$ cat config.mk
export PLATFORM = sky130hd
export DESIGN_NAME = mca_stream_sequencer
export DESIGN_NICKNAME = d
export VERILOG_FILES = /design/src/rtl/FIR_pkg.sv /design/src/rtl/mca_s_shift_reg.sv /design/src/rtl/mca_stream_sequencer.sv
export SDC_FILE = /design/constraint.sdc
export NUM_CORES = 1
export LEC_CHECK = 0
export BUFFER_PORTS_ARGS = -buffer_cell sky130_fd_sc_hd__buf_2
export CAP_MARGIN = 10
export CORE_ASPECT_RATIO = 1.2
export CORE_MARGIN = 3
export CORE_UTILIZATION = 55
export CTS_CLUSTER_SIZE = 30
export DETAILED_ROUTE_END_ITERATION = 10
export PLACE_DENSITY = 0.83
export SYNTH_ARGS = -nofsm -noshare
export SYNTH_HDL_FRONTEND = slang
export SYNTH_SLANG_ARGS = --single-unit
$ cat constraint.sdc
create_clock -name clk -period 6.25 [get_ports clk]
set_input_delay 0.625 -clock clk [delete_from_list [all_inputs] [get_ports clk]]
set_output_delay 0.625 -clock clk [all_outputs]
set_load 0.01 [all_outputs]
$ cat src/rtl/FIR_pkg.sv
// Shared types and helpers for the LUT4 multi-clock FIR front end.
// Holds the sequencer state encoding and the counter-width helper.
package FIR_pkg;

  typedef enum logic [1:0] {
    SEQ_FILL,
    SEQ_ACC,
    SEQ_BUSY,
    SEQ_DONE
  } seq_state_t;

  // Bits needed to hold the values 0..n inclusive.
  function automatic int seq_cnt_w(input int n);
    return $clog2(n + 1);
  endfunction

endpackage

$ cat src/rtl/mca_s_shift_reg.sv
// K-bit control history; newest N-bit word enters at the low end.
// Ports: clk, reset (sync, high), shift_en, din[N-1:0], S_matrix[K-1:0].
module mca_s_shift_reg #(
  parameter int K = 256,
  parameter int N = 8
) (
  input  logic         clk,
  input  logic         reset,
  input  logic         shift_en,
  input  logic [N-1:0] din,
  output logic [K-1:0] S_matrix
);

  logic [K-1:0] s_q;
  logic [K-1:0] s_d;

  always_comb begin
    s_d = s_q;
    if (shift_en) begin
      s_d = {s_q[K-N-1:0], din};
    end
  end

  always_ff @(posedge clk) begin
    if (reset) begin
      s_q <= '0;
    end else begin
      s_q <= s_d;
    end
  end

  assign S_matrix = s_q;

endmodule

$ cat src/rtl/mca_stream_sequencer.sv
// Packs control words into S_matrix, fires decimated starts to the
// adder, captures its sample after a fixed latency and offers it on a
// valid/ready output. Ports: clk, reset (sync, high); in_valid/in_ready/
// in_s input stream; S_matrix, start to the adder; sample from the
// adder; out_valid/out_ready/out_sample output stream.
// Optional macro MCA_SEQ_STALL_CNT_EN adds the stall_cnt[15:0] port.
module mca_stream_sequencer
  import FIR_pkg::*;
#(
  parameter int K                 = 256,
  parameter int N                 = 8,
  parameter int WIDTH_COEFFICIENT = 32,
  parameter int DOWNSAMPLE        = 4,
  parameter int MCA_LATENCY       = 34
) (
  input  logic                                clk,
  input  logic                                reset,
  input  logic                                in_valid,
  output logic                                in_ready,
  input  logic [N-1:0]                        in_s,
  output logic [K-1:0]                        S_matrix,
  output logic                                start,
  input  logic signed [WIDTH_COEFFICIENT-1:0] sample,
  output logic                                out_valid,
  input  logic                                out_ready,
  output logic signed [WIDTH_COEFFICIENT-1:0] out_sample
`ifdef MCA_SEQ_STALL_CNT_EN
  ,
  output logic [15:0]                         stall_cnt
`endif
);

  localparam int FW = seq_cnt_w(K / N);
  localparam int DW = seq_cnt_w(DOWNSAMPLE);
  localparam int LW = seq_cnt_w(MCA_LATENCY);

  localparam logic [FW-1:0] FILL_LAST = FW'(K / N - 1);
  localparam logic [DW-1:0] DEC_LAST  = DW'(DOWNSAMPLE - 1);
  localparam logic [LW-1:0] LAT_LAST  = LW'(MCA_LATENCY - 1);

  seq_state_t                          state_q;
  logic [FW-1:0]                       fill_cnt_q;
  logic [DW-1:0]                       dec_cnt_q;
  logic [LW-1:0]                       lat_cnt_q;
  logic                                start_q;
  logic                                out_valid_q;
  logic signed [WIDTH_COEFFICIENT-1:0] out_sample_q;
  logic                                accept;

  // S_matrix only moves while collecting words, so it is frozen
  // for the adder throughout BUSY and DONE.
  assign in_ready = (state_q == SEQ_FILL) || (state_q == SEQ_ACC);
  assign accept   = in_valid && in_ready;

  mca_s_shift_reg #(
    .K(K),
    .N(N)
  ) u_shreg (
    .clk     (clk),
    .reset   (reset),
    .shift_en(accept),
    .din     (in_s),
    .S_matrix(S_matrix)
  );

  always_ff @(posedge clk) begin
    if (reset) begin
      state_q      <= SEQ_FILL;
      fill_cnt_q   <= '0;
      dec_cnt_q    <= '0;
      lat_cnt_q    <= '0;
      start_q      <= 1'b0;
      out_valid_q  <= 1'b0;
      out_sample_q <= '0;
    end else begin
      start_q <= 1'b0;
      if (out_valid_q && out_ready) begin
        out_valid_q <= 1'b0;
      end
      unique case (state_q)
        SEQ_FILL: begin
          if (accept) begin
            fill_cnt_q <= fill_cnt_q + FW'(1);
            if (fill_cnt_q == FILL_LAST) begin
              dec_cnt_q <= '0;
              state_q   <= SEQ_ACC;
            end
          end
        end
        SEQ_ACC: begin
          if (accept) begin
            dec_cnt_q <= dec_cnt_q + DW'(1);
            if (dec_cnt_q == DEC_LAST) begin
              start_q   <= 1'b1;
              lat_cnt_q <= '0;
              state_q   <= SEQ_BUSY;
            end
          end
        end
        SEQ_BUSY: begin
          lat_cnt_q <= lat_cnt_q + LW'(1);
          if (lat_cnt_q == LAT_LAST) begin
            state_q <= SEQ_DONE;
          end
        end
        SEQ_DONE: begin
          // A pending output blocks capture unless it drains now.
          if (!out_valid_q || out_ready) begin
            out_sample_q <= sample;
            out_valid_q  <= 1'b1;
            dec_cnt_q    <= '0;
            state_q      <= SEQ_ACC;
          end
        end
        default: state_q <= SEQ_FILL;
      endcase
    end
  end

  assign start      = start_q;
  assign out_valid  = out_valid_q;
  assign out_sample = out_sample_q;

`ifdef MCA_SEQ_STALL_CNT_EN
  logic [15:0] stall_q;
  logic [15:0] stall_d;

  always_comb begin
    stall_d = stall_q;
    if (in_valid && !in_ready && stall_q != 16'hFFFF) begin
      stall_d = stall_q + 16'd1;
    end
  end

  always_ff @(posedge clk) begin
    if (reset) begin
      stall_q <= '0;
    end else begin
      stall_q <= stall_d;
    end
  end

  assign stall_cnt = stall_q;
`endif

endmodule
==> flow_summary.toml, run 1 <==
[outcome]
status = "completed"

[global_route]
track_usage_pct = 25.79
grt.met3_usage_pct = 8.255
grt_pass1_wl_mm = 46.73
met1_usage_pct = 30.90
grt_pass1_vias = 9304
grt_antenna_before_repair = 0
grt-ovfl-total = 0
met2_usage_pct = 44.17
grt_max_degree = 167
globalRoute.busiestLayer = "met2"

[cts]
post_cts_buffers = 0
cts_tree = "yes"
cts_resized = 0
ctsHtreeMaxLevel = 1
clock_sinks = 307
clock_latency_ps = 540
cts_max_path_buffers = 3
clockRootBuffer = "clkbuf_16"
numCtsBuffers = 29
hold_buffers = 0
cts.clk_slew.worst_paths_ps = 70

[synth]
synth_seq_cells = 307
synthCells = 1371
netlist_area_mm2 = 0.01085
syn_nets = 1426
yosysSeqAreaShare_pct = 56.64
async_flop_share_pct = 0
synth_area_leaders = "dfxtp_1, nand2_1, a21oi_1, clkbuf_1, buf_2"
synth_edf_count = 0
ys.flop_type = "dfxtp_1"
yosysTopAreaCell = "dfxtp_1"
synth.top_cell.area_share_pct = 56.64
synth.avg_cell_area_um2 = 7.915
yosysUniqueCellTypes = 39
yosys_warnings = 0

[sta]
tns_ps = 0
rsz0062_at_grt = "no"
fin_ws_ps = 3172
period_share_pct = 49.25
finalSetupViolCount = 0
clock_skew_ps = 9.635
fmax_mhz = 324.9
hold_ws_ps = 320.2
slew_headroom_pct = 26.24
period_needed_ps = 3078
worst_pin_slew_ps = 1106
finalMaxSlewViolations = 0
hold_viol_final = 0

[place]
dp_hpwl_mm = 19.78
pre_cts_slack_ps = 3239
numPortBuffers = 334
place_congestion = 0.8026

[floorplan]
design.core.area_mm2 = 0.01913
ios = 335
die_h_um = 159.9
start_util_pct = 56.72
floorplan.rows = 55
dieArea_mm2 = 0.02146
fp.dieW_um = 134.2

[routing]
drc = 0
via_count = 10020
dr.pass1.iters = 6
wire_per_inst_um = 15.33
drt_iter0_drc = 719
final_antenna_net_count = 0
via_per_inst = 5.222
routed_wl_mm = 29.41

[layout]
utilization_pct = 70.73
final_cell_mix = "nand2_1, buf_2, dfxtp_1"
layout_commonest_cell = "nand2_1"
syn_to_final_growth_pct = 24.70
nets = 1698
antenna_cells = 0
drive_gt1_share_pct = 23.89

[pwr]
combPwrFrac_pct = 3.0
irDropWorstVdd_mv = 0.2283
power_density_mw_per_mm2 = 292.1
total_power_mw = 3.952
p_sw_share_pct = 20.88
p_leak_nw = 5.589
p_int_mw = 3.127
seqPwrFrac_pct = 49.8
power_switching_mw = 0.8254
p_clk_share_pct = 47.1

[job]
cap_violations = 0

[critical_path]
crit_required_ps = 6700
arrival_ps = 3530
crit_type = "register to register"
r2r_slack_ps = 3170
critPathTopFamily = "simple AND/OR/NAND/NOR gates"
crit_slowest_cell = "buf_4"
endpoint_kind = "register"
path_max_fanout = 106
cp_cell_sequence = "inv_1 -> ha_1 -> or2_1 -> nand2_4 -> buf_4 -> nand2_1 -> a21oi_1"
startpoint_type = "register"
max_stage_delay_ps = 870
path_buf_inv = 2

[hold_path]
hp-class = "input port to register"
logic make-up after synthesis:
kind of cell             count (synthesis)  synth area share, %
AND/OR/NAND/NOR                        631                22.69
AO/OA/AOI/OAI                          311                14.78
flip-flops                             307                56.64
buffers and inverters                  105                4.093
adder cells (fa/ha/maj)                 11                1.268
XOR/XNOR                                 3               0.2422
multiplexers                             3               0.2883
sequential cells by signal, indices dropped and copies added (netlist names):
name,count
dec_cnt_q,3
fill_cnt_q,6
lat_cnt_q,6
out_sample,32
out_valid,1
start,1
state_q,2
u_shreg.S_matrix,256
cell type report:
class                           count  area (um2)
Sequential cell                   307        6146
Fill cell                        1558        5599
Multi-Input combinational cell    959        4273
Timing Repair Buffer              341        1747
Clock buffer                       40       837.1
Tap cell                          256       320.3
Clock inverter                     10       190.2
Inverter                            5       18.77
worst register-to-register path, cell delays in order (launching register included):
cell and delay, ps:
dfxtp_1 410, inv_1 110, ha_1 230, or2_1 330, nand2_4 610, buf_4 890
nand2_1 220, a21oi_1 200
metal layers:
layer | wire length [um] | vias to the layer above
met5 | 0 | -
met4 | 758 | 0
met3 | 2846 | 49
met2 | 14290 | 357
met1 | 11520 | 4650
li1 | - | 4960
Yosys cell counts, types with 2 or more instances:
master / count
buf_2: 31
dfxtp_1: 307
nand3_1: 7
inv_1: 5
xor2_1: 2
buf_1: 10
clkbuf_1: 57
and2_1: 2
ha_1: 11
or3_1: 4
nand2b_1: 5
nand2_1: 588
nor2b_1: 4
mux2i_1: 2
o21ai_0: 6
a21oi_1: 297
or3b_2: 2
nor2_1: 9
or4_1: 2
through the flow:
stage,cells,instance area [um2]
detailed placement,1868,12500
global placement,1868,12500
global route,1918,13530
finish,1918,13530
CTS,1918,13530
floorplan,1371,10850
worst paths after layout:
check / from / to / cells after the start
worst max register to register: state_q[1] / u_shreg.S_matrix[117] / 7
worst min register to register: out_sample[27] / out_sample[27] / 2
worst max-delay path: state_q[1] / u_shreg.S_matrix[117] / 7
worst min-delay path: sample[29] / out_sample[29] / 3
power groups by stage:
stage	Sequential [mW]	Clock [mW]	Combinational (mW)
after global placement	2.01	0	0.121
after CTS	1.97	1.89	0.120
final	1.97	1.86	0.120
after detailed placement	2.01	0	0.120
after global routing	1.97	1.97	0.132
after floorplan	2.02	0	0.0855
No activity file was read; power rests on OpenSTA's default activity.
==> run 2: changes to the inputs <==
--- a/config.mk
+++ b/config.mk
@@ -9,10 +9,10 @@
 export CAP_MARGIN = 10
 export CORE_ASPECT_RATIO = 1.2
 export CORE_MARGIN = 3
-export CORE_UTILIZATION = 55
+export CORE_UTILIZATION = 51
 export CTS_CLUSTER_SIZE = 30
 export DETAILED_ROUTE_END_ITERATION = 10
-export PLACE_DENSITY = 0.83
+export PLACE_DENSITY = 0.78
 export SYNTH_ARGS = -nofsm -noshare
 export SYNTH_HDL_FRONTEND = slang
 export SYNTH_SLANG_ARGS = --single-unit
==> constraint.sdc (replaced) <==
create_clock -name clk -period 3 [get_ports clk]
set_input_delay 0.3 -clock clk [delete_from_list [all_inputs] [get_ports clk]]
set_output_delay 0.3 -clock clk [all_outputs]
set_load 0.01 [all_outputs]
==> flow_summary.toml, run 2 (synthesized netlist as in run 1, its figures left out) <==
[layout]
utilization_pct = 68.35
fillers = 1658
largest_reg_flops = 256
layout_commonest_cell = "nand2_1"
nets = 1739
final-seq-area_mm2 = 0.006146
final_cell_mix = "nand2_1, buf_2, dfxtp_1"
antenna_cells = 0
multi_input_area_mm2 = 0.004273
fin_area_mm2 = 0.01409
finalNonFillerCells = 1972
drive_gt1_share_pct = 24.19
syn_to_final_growth_pct = 29.82

[floorplan]
start_util_pct = 52.65
fp.dieW_um = 139.2
ios = 335
floorplan.rows = 57
dieArea_mm2 = 0.02307
die_h_um = 165.8
design.core.area_mm2 = 0.02061

[cts]
clock_latency_ps = 550
post_cts_buffers = 0
cts_max_path_buffers = 3
clock_sinks = 307
ctsHtreeMaxLevel = 1
clockRootBuffer = "clkbuf_16"
numCtsBuffers = 30
cts_tree = "yes"
cts.clk_slew.worst_paths_ps = 70

[routing]
drc = 0
wire_per_inst_um = 15.67
via_per_inst = 5.152
via_count = 10160
dr.pass1.iters = 5
final_antenna_net_count = 0
routed_wl_mm = 30.91
drt_iter0_drc = 521

[outcome]
status = "completed"

[hold_path]
worstHoldEndpoint = "out_sample[29]"
hp-class = "input port to register"
holdPathStages = 3
worstHoldStart = "sample[29]"

[pwr]
p_clk_share_pct = 48.7
p_sw_share_pct = 21.02
power_density_mw_per_mm2 = 610.5
power_switching_mw = 1.808
p_int_mw = 6.793
p_leak_nw = 5.830
irDropWorstVdd_mv = 0.4754
combPwrFrac_pct = 3.6
seqPwrFrac_pct = 47.7
total_power_mw = 8.601

[critical_path]
endpoint_kind = "register"
max_stage_delay_ps = 500
r2r_slack_ps = 740
r2r_start = "state_q[1]"
path_max_fanout = 50
ff2ff_path_depth = 7
cp_cell_sequence = "inv_1 -> ha_1 -> or2_1 -> nand2_4 -> buf_4 -> nand2_1 -> a21oi_1"
crit_type = "register to register"
crit_slowest_cell = "nand2_4"
path_buf_inv = 2
crit_required_ps = 3460
critPathTopFamily = "simple AND/OR/NAND/NOR gates"
startpoint_type = "register"
r2r-end = "u_shreg.S_matrix[119]"
arrival_ps = 2720

[sta]
finalMaxSlewViolations = 0
finalSetupViolCount = 0
hold_viol_final = 0
hold_ws_ps = 21.66
fin_ws_ps = 737.6
worst_pin_slew_ps = 1050
period_share_pct = 75.41
tns_ps = 0
rsz0062_at_grt = "no"
fmax_mhz = 442.0
slew_headroom_pct = 30.00
clock_skew_ps = 9.820
period_needed_ps = 2262

[place]
dpl.cell_count = 1885
placed_area_mm2 = 0.01264
dp_hpwl_mm = 20.37
place_congestion = 0.8917
numPortBuffers = 334
pre_cts_slack_ps = 792.4

[global_route]
grt-ovfl-total = 0
grt_antenna_before_repair = 0
track_usage_pct = 25.41
grt_pass1_vias = 9622
grt_pass1_wl_mm = 49.39
grt_max_degree = 161

[job]
cap_violations = 0
## run 2: cell count changes in the layout (fill, tap and decap cells not counted), moves of 3 or more
cell	previous run	this run
clkbuf_1	4	1
clkinvlp_4	0	3
buf_4	6	9
clkinv_2	1	6
dlygate4sd3_1	0	32
buf_12	1	6
## run 2: how the worst max path moves through the flow
| stage | start | end | slack, ps | cells after the start |
|---|---|---|---|---|
| after floorplan | state_q[0] | dec_cnt_q[1] | 1000 | 7 |
| after global placement | state_q[1] | u_shreg.S_matrix[106] | 880 | 7 |
| after detailed placement | state_q[1] | u_shreg.S_matrix[106] | 790 | 7 |
| after CTS | state_q[1] | u_shreg.S_matrix[117] | 730 | 7 |
| final | state_q[1] | u_shreg.S_matrix[119] | 740 | 7 |
| after global routing | state_q[1] | u_shreg.S_matrix[119] | 530 | 7 |
## run 2: cell type report
class | count | area share, %
Clock buffer | 37 | 6.022
Clock inverter | 18 | 1.990
Inverter | 5 | 0.1332
Multi-Input combinational cell | 959 | 30.33
Sequential cell | 307 | 43.63
Tap cell | 265 | 2.354
Timing Repair Buffer | 381 | 15.54
## run 2: worst register-to-register path, delay by kind of cell, from the launching register on
family	cells	cell delay, ps
AND/OR/NAND/NOR	3	920
AO/OA/AOI/OAI	1	140
adder cells (fa/ha/maj)	1	250
flip-flops	1	400
buffers and inverters	2	470
## run 2: routing by layer
metal	vias up	share of wire, %	global-route usage (%)
met3	55	9.5	8.324
met2	363	49	45.00
met1	4693	39	29.36
met4	0	2.5	7.234
met5	-	0	0
li1	5049	-	-
## run 2: power by group through the flow
stage,logic (mW),registers (mW),clock network (mW)
detailed placement,0.273,4.20,0
finish,0.309,4.10,4.19
global route,0.337,4.10,4.43
global placement,0.274,4.20,0
floorplan,0.178,4.20,0
CTS,0.306,4.10,4.27
## run 2: timing repair
action,4_1_cts,5_1_grt
resized for setup,0,0
hold endpoints to repair,32,0
hold buffers,32,0
==> run 3: changes to the inputs <==
==> constraint.sdc (replaced) <==
create_clock -name clk -period 2.26 [get_ports clk]
set_input_delay 0.226 -clock clk [delete_from_list [all_inputs] [get_ports clk]]
set_output_delay 0.226 -clock clk [all_outputs]
set_load 0.01 [all_outputs]
==> flow_summary.toml, run 3 (synthesized netlist as in run 1, its figures left out) <==
[outcome]
status = "completed"

[floorplan]
start_util_pct = 52.65
floorplan.rows = 57
dieArea_mm2 = 0.02307
die_h_um = 165.8
design.core.area_mm2 = 0.02061
ios = 335
fp.dieW_um = 139.2

[sta]
fin_ws_ps = 125.3
finalMaxSlewViolations = 0
tns_ps = 0
finalSetupViolCount = 0
hold_viol_final = 0
period_share_pct = 94.46
rsz0062_at_grt = "no"
period_needed_ps = 2135
slew_headroom_pct = 55.81
fmax_mhz = 468.5
clock_skew_ps = 10.15
worst_pin_slew_ps = 662.8
hold_ws_ps = 54.23

[layout]
layout_commonest_cell = "nand2_1"
utilization_pct = 68.15
largest_reg_flops = 256
finalNonFillerCells = 1980
syn_to_final_growth_pct = 29.44
nets = 1749
fin_area_mm2 = 0.01405
drive_gt1_share_pct = 23.97
antenna_cells = 0
final_cell_mix = "nand2_1, buf_2, dfxtp_1"

[place]
pre_cts_slack_ps = -19.12
numPortBuffers = 334
placed_area_mm2 = 0.01262
place_congestion = 0.8668
dp_hpwl_mm = 20.84
dpl.cell_count = 1883

[pwr]
irDropWorstVdd_mv = 0.7207
total_power_mw = 10.72
p_leak_nw = 5.818
power_density_mw_per_mm2 = 763.3

[cts]
post_cts_buffers = 0
clock_sinks = 307
numCtsBuffers = 30
cts_max_path_buffers = 3
cts.clk_slew.worst_paths_ps = 60
cts_tree = "yes"
ctsHtreeMaxLevel = 1
clockRootBuffer = "clkbuf_16"
clock_latency_ps = 540

[routing]
drc = 0
drt_iter0_drc = 577
via_count = 10330
wire_per_inst_um = 16.26
via_per_inst = 5.217
top_layer_used = "met4"
dr.pass1.iters = 5
routed_wl_mm = 32.19
dr_wl_met2_mm = 15.97
wl_met3_mm = 3.100
wl_met1_mm = 12.12
final_antenna_net_count = 0

[critical_path]
crit_required_ps = 2730
cp_cell_sequence = "inv_1 -> ha_1 -> or2_4 -> a221o_1 -> or4b_1 -> o21ai_1"
endpoint_kind = "register"
max_stage_delay_ps = 510
startpoint_type = "register"
arrival_ps = 2610
r2r_slack_ps = 130
crit_slowest_cell = "or4b_1"
r2r_start = "state_q[1]"
path_max_fanout = 7
critPathLaunch = "state_q[1]"
crit_type = "register to register"

[global_route]
grt_pass1_wl_mm = 50.78
grt-ovfl-total = 0
grt_antenna_before_repair = 0
grt_max_degree = 114
grt_pass1_vias = 9787
track_usage_pct = 26.17

[hold_path]
hp-class = "input port to register"
worstHoldStart = "out_ready"

[job]
cap_violations = 0
[run 3: cell types whose count changed in the layout (fill, tap and decap cells not counted), moves of 2 or more]
cell           delta
and2_2            +2
buf_4             -2
bufinv_16         -6
clkbuf_1          +2
clkinv_2          +5
clkinvlp_4        -2
dlygate4sd3_1     +9
[run 3: layer usage]
layer / vias to the layer above / track usage (%)
li1: 5056 / -
met1: 4790 / 30.19
met2: 418 / 46.27
met3: 65 / 8.410
met4: 0 / 7.957
met5: - / 0
[run 3: worst paths after layout]
path              depth (start not counted)               endpoint
setup reg to reg                          6           dec_cnt_q[1]
setup / recovery                          6           dec_cnt_q[1]
hold / removal                            4              out_valid
hold reg to reg                           2  u_shreg.S_matrix[251]
[run 3: final cells by class]
| cell class | instances | area, um2 |
|---|---|---|
| Fill cell | 1662 | 6565 |
| Sequential cell | 307 | 6146 |
| Tap cell | 265 | 331.6 |
| Clock inverter | 13 | 92.59 |
| Multi-Input combinational cell | 961 | 4290 |
| Inverter | 5 | 18.77 |
| Clock buffer | 40 | 869.6 |
| Timing Repair Buffer | 389 | 2297 |
[run 3: worst max-delay path, delay by kind of cell (launching register included)]
family                     cells  cell delay (ps)
AOI/OAI and AO/OA              2              480
and+or+nand+nor                2              830
DFF                            1              420
buffers and inverters          1              110
adders and majority gates      1              240
[run 3: report_power, final]
group | switching, mW | total [mW] | internal, mW | leakage [nW]
combinational | 0.297 | 0.437 | 0.140 | 2.86
clock | 2.04 | 4.83 | 2.79 | 0.486
sequential | 0.0195 | 5.45 | 5.43 | 2.47
[run 3: repair_timing]
item	in CTS	in global routing
resized for setup	1	1
hold buffers	41	0
setup endpoints to repair	52	155
gates cloned	1	2
hold endpoints to repair	41	0
pin swaps	1	1
